`config.mk`:
```
export PLATFORM = sky130hd
export DESIGN_NAME = if_fetch_ctrl
export DESIGN_NICKNAME = d
export VERILOG_FILES = /design/src/rtl/if_fetch_ctrl.sv
export SDC_FILE = /design/constraint.sdc
export NUM_CORES = 1
export LEC_CHECK = 0
export CAP_MARGIN = 0
export CORE_ASPECT_RATIO = 1.75
export CORE_MARGIN = 5
export CORE_UTILIZATION = 47
export DETAILED_ROUTE_END_ITERATION = 8
export GPL_TIMING_DRIVEN = 0
export HOLD_SLACK_MARGIN = 0.12
export PLACE_DENSITY_LB_ADDON = 0.3
export RECOVER_POWER = 50
export SYNTH_ARGS = -nofsm -noshare
export SYNTH_HDL_FRONTEND = slang
export SYNTH_SLANG_ARGS = --single-unit
```
`constraint.sdc`:
```
create_clock -name clk -period 2.7 [get_ports clk]
set_input_delay 0.54 -clock clk [delete_from_list [all_inputs] [get_ports clk]]
set_output_delay 0.54 -clock clk [all_outputs]
set_load 0.01 [all_outputs]
```
`src/rtl/if_fetch_ctrl.sv`:
```
// Instruction-fetch controller: owns the PC and the IF/ID pipeline register.
// Chooses redirect, hold, out-of-range bubble or normal advance every cycle.
//
// state    | meaning
// ---------+------------------------------------------------------------
// RUN      | in-range fetch: latch imem_data, PC advances
// HOLD     | stall: PC, IF/ID and fetch_count keep their values
// REDIRECT | load redirect_pc into the PC, insert a bubble into IF/ID
// FAULT    | PC beyond memory: insert a bubble, PC advances, pulse fault
module if_fetch_ctrl #(
  parameter int          MEM_WORDS = 128,
  parameter logic [31:0] NOP       = 32'h00000000
) (
  input  logic        clk,
  input  logic        rst_n,
  input  logic        stall,
  input  logic        redirect,
  input  logic [31:0] redirect_pc,
  output logic [31:0] imem_addr,
  input  logic [31:0] imem_data,
  output logic [31:0] if_id_instr,
  output logic [31:0] if_id_npc,
  output logic        if_id_valid,
  output logic        fetch_fault,
  output logic [15:0] fetch_count
);

  typedef enum logic [1:0] {
    RUN      = 2'd0,
    HOLD     = 2'd1,
    REDIRECT = 2'd2,
    FAULT    = 2'd3
  } state_t;

  localparam logic [31:0] MEM_LIMIT = 32'(MEM_WORDS);

  state_t      state, state_q;
  logic [31:0] pc, pc_nxt, pc_plus1;
  logic [31:0] instr_nxt, npc_nxt;
  logic        valid_nxt;
  logic [15:0] count_nxt;

  assign imem_addr   = pc;
  assign pc_plus1    = pc + 32'd1;
  // The previous cycle's decision is kept so the fault flag is a clean one-cycle pulse.
  assign fetch_fault = (state_q == FAULT);

  always_ff @(posedge clk or negedge rst_n) begin
    if (!rst_n) begin
      state_q     <= RUN;
      pc          <= 32'd0;
      if_id_instr <= NOP;
      if_id_npc   <= 32'd0;
      if_id_valid <= 1'b0;
      fetch_count <= 16'd0;
    end else begin
      state_q     <= state;
      pc          <= pc_nxt;
      if_id_instr <= instr_nxt;
      if_id_npc   <= npc_nxt;
      if_id_valid <= valid_nxt;
      fetch_count <= count_nxt;
    end
  end

  always_comb begin
    state     = RUN;
    pc_nxt    = pc;
    instr_nxt = if_id_instr;
    npc_nxt   = if_id_npc;
    valid_nxt = if_id_valid;
    count_nxt = fetch_count;

    if (redirect)              state = REDIRECT;
    else if (stall)            state = HOLD;
    else if (pc >= MEM_LIMIT)  state = FAULT;
    else                       state = RUN;

    unique case (state)
      RUN: begin
        pc_nxt    = pc_plus1;
        instr_nxt = imem_data;
        npc_nxt   = pc_plus1;
        valid_nxt = 1'b1;
        if (fetch_count != 16'hFFFF) count_nxt = fetch_count + 16'd1;
      end
      HOLD: begin
      end
      REDIRECT: begin
        pc_nxt    = redirect_pc;
        instr_nxt = NOP;
        npc_nxt   = 32'd0;
        valid_nxt = 1'b0;
      end
      FAULT: begin
        pc_nxt    = pc_plus1;
        instr_nxt = NOP;
        npc_nxt   = pc_plus1;
        valid_nxt = 1'b0;
      end
      default: begin
      end
    endcase
  end

endmodule

```
# Word-level counts from Yosys, hierarchy flattened
# Cells that the tools add are included.
# classes
n_addsub	2
magnitude_cmp	1
eq_ne	4
muxes	7
n_reduce_logical	6
# ops
operator	count
$pmux 32 s2	3
$add 32x1->32 const B	1
$ge 32x8->1 const B	1
$add 16x1->16 const B	1
$ne 16x16->1 const B	1
$eq 2x2->1 const B	3
$mux 2	3
$reduce_bool 2->1	2
$reduce_or 2->1	2
$logic_not 2->1	1
$pmux 1 s2	1
$reduce_and 2->1	1
# word_totals
register_bits	115
inputBits	68
out_inout_bits	114
wordCells	26

# Logic depth before layout (Yosys ltp)
# Gate-level depths: netlist (run 1).
# depth
word_depth	7
mapped_depth	8
depth_no_buf	6

# Worst setup path after synthesis (run 1)
# No wires, ideal clock.
# synth_timing
path_type	register -> register
start	reg pc[0], in the netlist imem_addr[0]
end	reg if_id_npc[18]
setup_time_ps	99
arrival_time_ps	2060
required_ps	2601
path_slack_ps	540
stages_incl_launch_ff	7
n_path_buf	1
period_less_slack_ps	2160
cell_sequence	dfrtp_1 ha_1 nand3_1 or4_1 buf_2 or3_1 a311oi_1
# synth_between
elab_chain_cells	7
elab_cells_between_ends	11
classes_between	1 x add/sub; 1 x order compare; 2 x eq/ne; 4 x mux; 3 x reduce/logical
# synth_lines
element	line	source
start, declared	38	logic [31:0] pc, pc_nxt, pc_plus1;
start signal, assigned	58	pc <= pc_nxt;
$ge 32x8->1	76	else if (pc >= MEM_LIMIT) state = FAULT;
$mux 2	76	
$mux 2	75	else if (stall) state = HOLD;
$mux 2	74	if (redirect) state = REDIRECT;
$eq 2x2->1 / $logic_not 2->1 (equally long branches)	79	unique case (state)
$reduce_or 2->1 (no line)	--	
$pmux 32 s2 / $reduce_bool 2->1 (equally long branches)	--	
end signal, assigned	60	if_id_npc <= npc_nxt;
end, declared	22	output logic [31:0] if_id_npc,
# Parallel ways exist; a longest one is shown, timed or not.
# A chain may end at the register's enable or synchronous reset.

# Worst setup path in the final report (run 1)
# layout_timing
start	reg pc[1], in the netlist imem_addr[1]
end	reg if_id_npc[30]
# Same word-level chain as after synthesis.

==> results of run 1 <==
[repair_timing]
item / 4_1_cts / 5_1_grt
gates cloned: 0 / 0
setup endpoints to repair: 2 / 33
hold endpoints to repair: 0 / 0
pin swaps: 0 / 0
resized for setup: 1 / 7
[power by group]
| group | switching [W] | leakage [nW] | internal, W |
|---|---|---|---|
| registers | 0.0000997 | 1.52 | 0.00180 |
| clock network | 0.000822 | 0.312 | 0.00168 |
| logic | 0.000344 | 1.69 | 0.000342 |
[kinds of logic (layout without fill, tap and decap cells)]
logic type,count (synthesis),in the layout,share of synthesized area (%)
xor gates and xnor gates,68,68,10.1
DFF,115,115,49.0
buffers and inverters,58,271,5.45
and+or+nand+nor,286,286,23.9
adders and majority gates,3,3,0.639
muxes,5,5,0.894
AOI/OAI and AO/OA,106,106,10.0
[state kept, by name, summed over array words and instances, names as in the netlist]
register and count:
if_id_instr 32, fetch_count 16, if_id_npc 32, if_id_valid 1
state_q 2, imem_addr 32
[stage by stage]
stage                     utilization [%]  power [W]  setup TNS [ps]
after floorplan                         -    0.00222               0
after global placement               63.9    0.00262         -375980
after detailed placement             64.1    0.00263          -11520
after CTS                            69.4    0.00513               0
after global routing                 69.3    0.00526               0
final                                69.3    0.00510               0
[how the worst max path moves through the flow]
stage | startpoint | end | slack [ps] | depth (start not counted)
after detailed placement | stall | if_id_npc[0] | -340 | 7
final | imem_addr[1] | if_id_npc[30] | 120 | 7
after floorplan | imem_addr[0] | if_id_npc[18] | 540 | 6
after global placement | rst_n | if_id_instr[14] | -3210 | 1
after global routing | imem_addr[13] | if_id_instr[24] | 70 | 8
after CTS | imem_addr[13] | if_id_instr[17] | 7 | 8
[area by class of cell]
cell class	instances	area share, %
sequential	115	33.6
clock buffer	19	5.29
buffer	54	3.64
clock inverter	12	2.38
tap	168	2.45
timing repair buffer	182	21.2
inverter	4	0.175
multi-input combinational	468	31.3
[Yosys cell counts (3+ instances only)]
cell type and number:
sky130_fd_sc_hd__nor4_1 8, sky130_fd_sc_hd__nand3_1 52, sky130_fd_sc_hd__buf_2 3, sky130_fd_sc_hd__nor3_1 22, sky130_fd_sc_hd__xor2_1 12, sky130_fd_sc_hd__ha_1 3
sky130_fd_sc_hd__buf_4 6, sky130_fd_sc_hd__dfrtp_1 115, sky130_fd_sc_hd__and4_1 9, sky130_fd_sc_hd__clkbuf_8 3, sky130_fd_sc_hd__nand4_1 23, sky130_fd_sc_hd__a211oi_1 10
sky130_fd_sc_hd__nor2b_1 3, sky130_fd_sc_hd__nor2_1 47, sky130_fd_sc_hd__a21oi_1 48, sky130_fd_sc_hd__and3_1 12, sky130_fd_sc_hd__a311oi_1 6, sky130_fd_sc_hd__xnor2_1 56
sky130_fd_sc_hd__o21ai_0 36, sky130_fd_sc_hd__and2_1 4, sky130_fd_sc_hd__nand2_1 90, sky130_fd_sc_hd__or3_1 7, sky130_fd_sc_hd__inv_1 3, sky130_fd_sc_hd__buf_6 5
sky130_fd_sc_hd__clkbuf_1 31, sky130_fd_sc_hd__mux2i_1 3, sky130_fd_sc_hd__buf_1 5
[per-layer routing]
metal / vias up / GRT usage [%] / wire length (um)
met5: - / 0 / 0
met4: 0 / 12.3 / 681
met3: 55 / 4.95 / 1110
met2: 245 / 48.1 / 10600
met1: 2794 / 30.5 / 7370
li1: 2630 / - / -
[critical path: stages (launching register included)]
cell and delay [ps]:
sky130_fd_sc_hd__dfrtp_1 510, sky130_fd_sc_hd__ha_1 290, sky130_fd_sc_hd__nand3_2 210, sky130_fd_sc_hd__or3_1 370, sky130_fd_sc_hd__clkbuf_1 280, sky130_fd_sc_hd__nor4_1 410, sky130_fd_sc_hd__xor2_1 160, sky130_fd_sc_hd__a22o_1 220
==> results_dict.tcl, run 1 <==
set metrics [dict create \
    status "finished clean" \
    critPathCaptureType "register" \
    smallest_hold_slack_ps 469 \
    cts_sinks 115 \
    cts-htree-levels 4 \
    worst-r2r-cell-count 7 \
    max_slew_margin_pct 3.59 \
    post-route-cell-area_um2 8570 \
    grt_max_degree 60 \
    final_hold_viol_count 0 \
    most_area_consuming_cells_after_synthesis "sky130_fd_sc_hd__dfrtp_1 (49%), sky130_fd_sc_hd__xnor2_1 (8.3%), sky130_fd_sc_hd__nand2_1 (5.7%)" \
    fin_skew_ps 7.76 \
    synth_edf_count 0 \
    clk_transition_reported_paths_ps 60 \
    netlist-cell-type-count 43 \
    maximum_fanout_count_along_the_critical_path 10 \
    boundaryPins 182 \
    vertical_extent_of_the_die_um 158 \
    syn_area_um2 5880 \
    final_nets 913 \
    drc 0 \
    ys_warn_count 0 \
    first_pass_grt_wire_length_um 30700 \
    die_w_um 94.5 \
    worstHoldPathType "input pin to asynchronous set/reset pin" \
    criticalPathCategory "register to register" \
    placement_rows 54 \
    routed_via_density 5.60 \
    peakVddDrop_mv 0.463 \
    mostFrequentLayoutCells "sky130_fd_sc_hd__clkdlybuf4s50_1 (126), sky130_fd_sc_hd__dfrtp_1 (115), sky130_fd_sc_hd__nand2_1 (90)" \
    worst-slew-pin-transition_ps 1450 \
    drv_slew 0 \
    fmax_ghz 0.387 \
    core_area_um2 12400 \
    worst-endpoint-arrival_ps 2880 \
    synth_fp_nets 712 \
    regToRegSetupSlack_ps 120 \
    dpl-instance-area_um2 7920 \
    drt-pass1-iter-count 5 \
    ys_async_sr_fraction_pct 100 \
    tritoncts_clock_tree "yes" \
    area_growth_synth_to_finish_pct 45.8 \
    floorplan.die_area_um2 14900 \
    worstReg2RegEnd "if_id_npc[30]" \
    cts-hold-fix-buffers 0 \
    clock_latency_late_sink_ps 410 \
    final_critical_path_setup_slack_ps 115 \
    gp_routability_congestion 0.910 \
    register_area_um2 2880 \
    final.min_clock_period_ps 2580 \
    start_kind "register" \
    initial_core_utilization_pct 47.5 \
    power_per_cell_area_nw_per_um2 595 \
    cts-root-to-sink-buffers 2 \
    post-place-ws_ps -338 \
    ant_nets 0 \
    ys_dominant_reg_cell "sky130_fd_sc_hd__dfrtp_1" \
    post_route_cells_drive_above_1_share_pct 7.38 \
    grt_setup_unrepaired "false" \
    final-instance-count-excl-fill 1022 \
    synth_area_per_cell_um2 9.17 \
    detail_route.wl_per_cell_um 19.3 \
    multiInputGateArea_um2 2680 \
    cell_taking_the_most_area_after_synthesis "sky130_fd_sc_hd__dfrtp_1" \
    synth.top_cell.area_share_pct 49.0 \
    cp_data_required_time_ps 3000 \
    dp_hpwl_um 14500 \
    cts_buffers 17 \
    grt_util_all_layers_pct 26.8 \
    period_share_pct 95.7 \
    first_iter_violations 315 \
    numPlacedInstances 991 \
    most_common_library_cell_in_the_layout_ignoring_fill_and_taps "sky130_fd_sc_hd__clkdlybuf4s50_1" \
    grt_overflow_total 0 \
    crit-reg2reg-launch "imem_addr[1]" \
    proportion_of_synthesized_chip_area_in_sequential_cells_pct 49.0 \
    antenna_violations_before_repair 0 \
    synth.ff_latch_count 115 \
    cts-root-buf "sky130_fd_sc_hd__clkbuf_16" \
    post_synth_inst_count 641 \
    num_antenna_cells 0 \
    route.final.wire_length_um 19700 \
    fillCellCount 968 \
    finalSetupViolations 0 \
    io_buffers 181 \
    routed-via-count 5724 \
    grt_pass1_vias 6047 \
    max_cap_violations 0 \
    cellLeakagePower_nw 3.52 \
    post-cts-setup-buffer-count 0 \
]
Note: power is estimated with default switching activity, not from simulation.
==> run 2: changes to the inputs <==
==> constraint.sdc (replaced) <==
create_clock -name clk -period 2.9 [get_ports clk]
set_input_delay 0.58 -clock clk [delete_from_list [all_inputs] [get_ports clk]]
set_output_delay 0.58 -clock clk [all_outputs]
set_load 0.01 [all_outputs]
==> results_dict.tcl, run 2 (same netlist as run 1, synthesis figures left out) <==
set metrics [dict create \
    cts-root-buf "sky130_fd_sc_hd__clkbuf_16" \
    dp_hpwl_um 14500 \
    max_cap_violations 0 \
    floorplan.die_area_um2 14900 \
    cts_sinks 115 \
    crit-reg2reg-launch "imem_addr[13]" \
    worstHoldPathType "register to register" \
    tritoncts_clock_tree "yes" \
    gp_routability_congestion 0.910 \
    worstReg2RegEnd "if_id_instr[17]" \
    worst-endpoint-arrival_ps 3040 \
    worst_hold_startpoint "fetch_count[12]" \
    peakVddDrop_mv 0.429 \
    worst-slew-pin-transition_ps 1460 \
    routed-via-count 5755 \
    cellLeakagePower_nw 3.50 \
    final_hold_viol_count 0 \
    final-instance-count-excl-fill 1022 \
    multiInputGateArea_um2 2680 \
    drv_slew 0 \
    critPathCaptureType "register" \
    holdPathStages 1 \
    grt_max_degree 60 \
    cts_repair_resize_count 0 \
    start_kind "register" \
    vertical_extent_of_the_die_um 158 \
    grt_overflow_total 0 \
    maximum_fanout_count_along_the_critical_path 10 \
    post_route_cells_drive_above_1_share_pct 6.79 \
    drc 0 \
    grt_setup_unrepaired "false" \
    cts_buffers 17 \
    register_area_um2 2880 \
    most_common_library_cell_in_the_layout_ignoring_fill_and_taps "sky130_fd_sc_hd__clkdlybuf4s50_1" \
    grt_util_all_layers_pct 26.8 \
    status "finished clean" \
    placement_rows 54 \
    first_pass_grt_wire_length_um 30700 \
    fin_skew_ps 7.47 \
    io_buffers 181 \
    routed_via_density 5.63 \
    power_per_cell_area_nw_per_um2 554 \
    fmax_ghz 0.369 \
    clock_latency_late_sink_ps 410 \
    cp_data_required_time_ps 3220 \
    die_w_um 94.5 \
    fillCellCount 970 \
    drt-pass1-iter-count 5 \
    clk_transition_reported_paths_ps 60 \
    finalSetupViolations 0 \
    criticalPathCategory "register to register" \
    mostFrequentLayoutCells "sky130_fd_sc_hd__clkdlybuf4s50_1 (129), sky130_fd_sc_hd__dfrtp_1 (115), sky130_fd_sc_hd__nand2_1 (90)" \
    final.min_clock_period_ps 2710 \
    post-cts-setup-buffer-count 0 \
    power_w 0.00474 \
    cts-hold-fix-buffers 0 \
    core_area_um2 12400 \
    period_share_pct 93.6 \
    cts-root-to-sink-buffers 2 \
    num_antenna_cells 0 \
    cts-htree-levels 4 \
    numPlacedInstances 991 \
    detail_route.wl_per_cell_um 19.2 \
    grt_pass1_vias 6050 \
    antenna_violations_before_repair 0 \
    regToRegSetupSlack_ps 190 \
    boundaryPins 182 \
    ant_nets 0 \
    max_slew_margin_pct 2.68 \
    area_growth_synth_to_finish_pct 45.6 \
    route.final.wire_length_um 19600 \
    final_nets 913 \
    worst-r2r-cell-count 8 \
    initial_core_utilization_pct 47.5 \
    worstHoldEndpoint "fetch_count[12]" \
    first_iter_violations 307 \
]
run 2: changes by cell type in the layout (fill, tap and decap cells not counted):
cell                              delta
sky130_fd_sc_hd__dlygate4sd3_1       -3
sky130_fd_sc_hd__nand3_1             +1
sky130_fd_sc_hd__clkbuf_2            -3
sky130_fd_sc_hd__nand3_2             -1
sky130_fd_sc_hd__buf_2               -1
sky130_fd_sc_hd__clkdlybuf4s50_1     +3
sky130_fd_sc_hd__buf_1               +2
sky130_fd_sc_hd__clkbuf_1            +2
run 2: worst max-delay path by stage:
stage	start	endpoint	slack (ps)	cells after the start
2_1_floorplan	imem_addr[0]	if_id_npc[18]	740	6
6_report	imem_addr[13]	if_id_instr[17]	190	8
3_3_place_gp	rst_n	if_id_instr[14]	-3050	1
5_1_grt	imem_addr[13]	if_id_instr[17]	3	8
3_5_place_dp	stall	if_id_npc[0]	-180	7
4_1_cts	imem_addr[13]	if_id_instr[29]	140	8
run 2: layer usage:
layer / vias up / routed length, um / GRT usage [%]
li1: 2624 / - / -
met1: 2821 / 7300 / 30.5
met2: 257 / 10600 / 48.1
met3: 53 / 1110 / 4.95
met4: 0 / 642 / 12.3
met5: - / 0 / 0
run 2: cell type report:
cell class	instances	area share [%]
plain buffers	54	3.58
inverters	4	0.175
repair buffers	182	21.2
clock inverters	12	2.38
clock buffers	19	5.29
well taps	168	2.46
multi-input cells	468	31.3
flip-flops and latches	115	33.6
run 2: power by group:
part | internal (W) | leakage, nW | switching, W
logic | 0.000318 | 1.67 | 0.000319
registers | 0.00168 | 1.52 | 0.0000919
clock network | 0.00157 | 0.312 | 0.000761
run 2: per-stage QoR:
step | TNS (ps) | instance area, um^2 | utilization (%) | hold slack, ps | setup slack [ps]
finish | 0 | 8560 | 69.2 | 493 | 187
global route | 0 | 8560 | 69.2 | 520 | 2.96
floorplan | 0 | 5880 | - | 284 | 740
detailed placement | -3660 | 7920 | 64.1 | 484 | -178
global placement | -350170 | 7900 | 63.9 | 486 | -3050
CTS | 0 | 8580 | 69.4 | 267 | 145
run 2: worst max-delay path, cell delays in order, from the launching register on:
cell                       delay [ps]
sky130_fd_sc_hd__dfrtp_1          390
sky130_fd_sc_hd__buf_4            170
sky130_fd_sc_hd__nor4_1           270
sky130_fd_sc_hd__nand4_1          250
sky130_fd_sc_hd__nor2_1           390
sky130_fd_sc_hd__clkbuf_1         430
sky130_fd_sc_hd__buf_1            400
sky130_fd_sc_hd__nand3_1          140
sky130_fd_sc_hd__a21oi_1          190
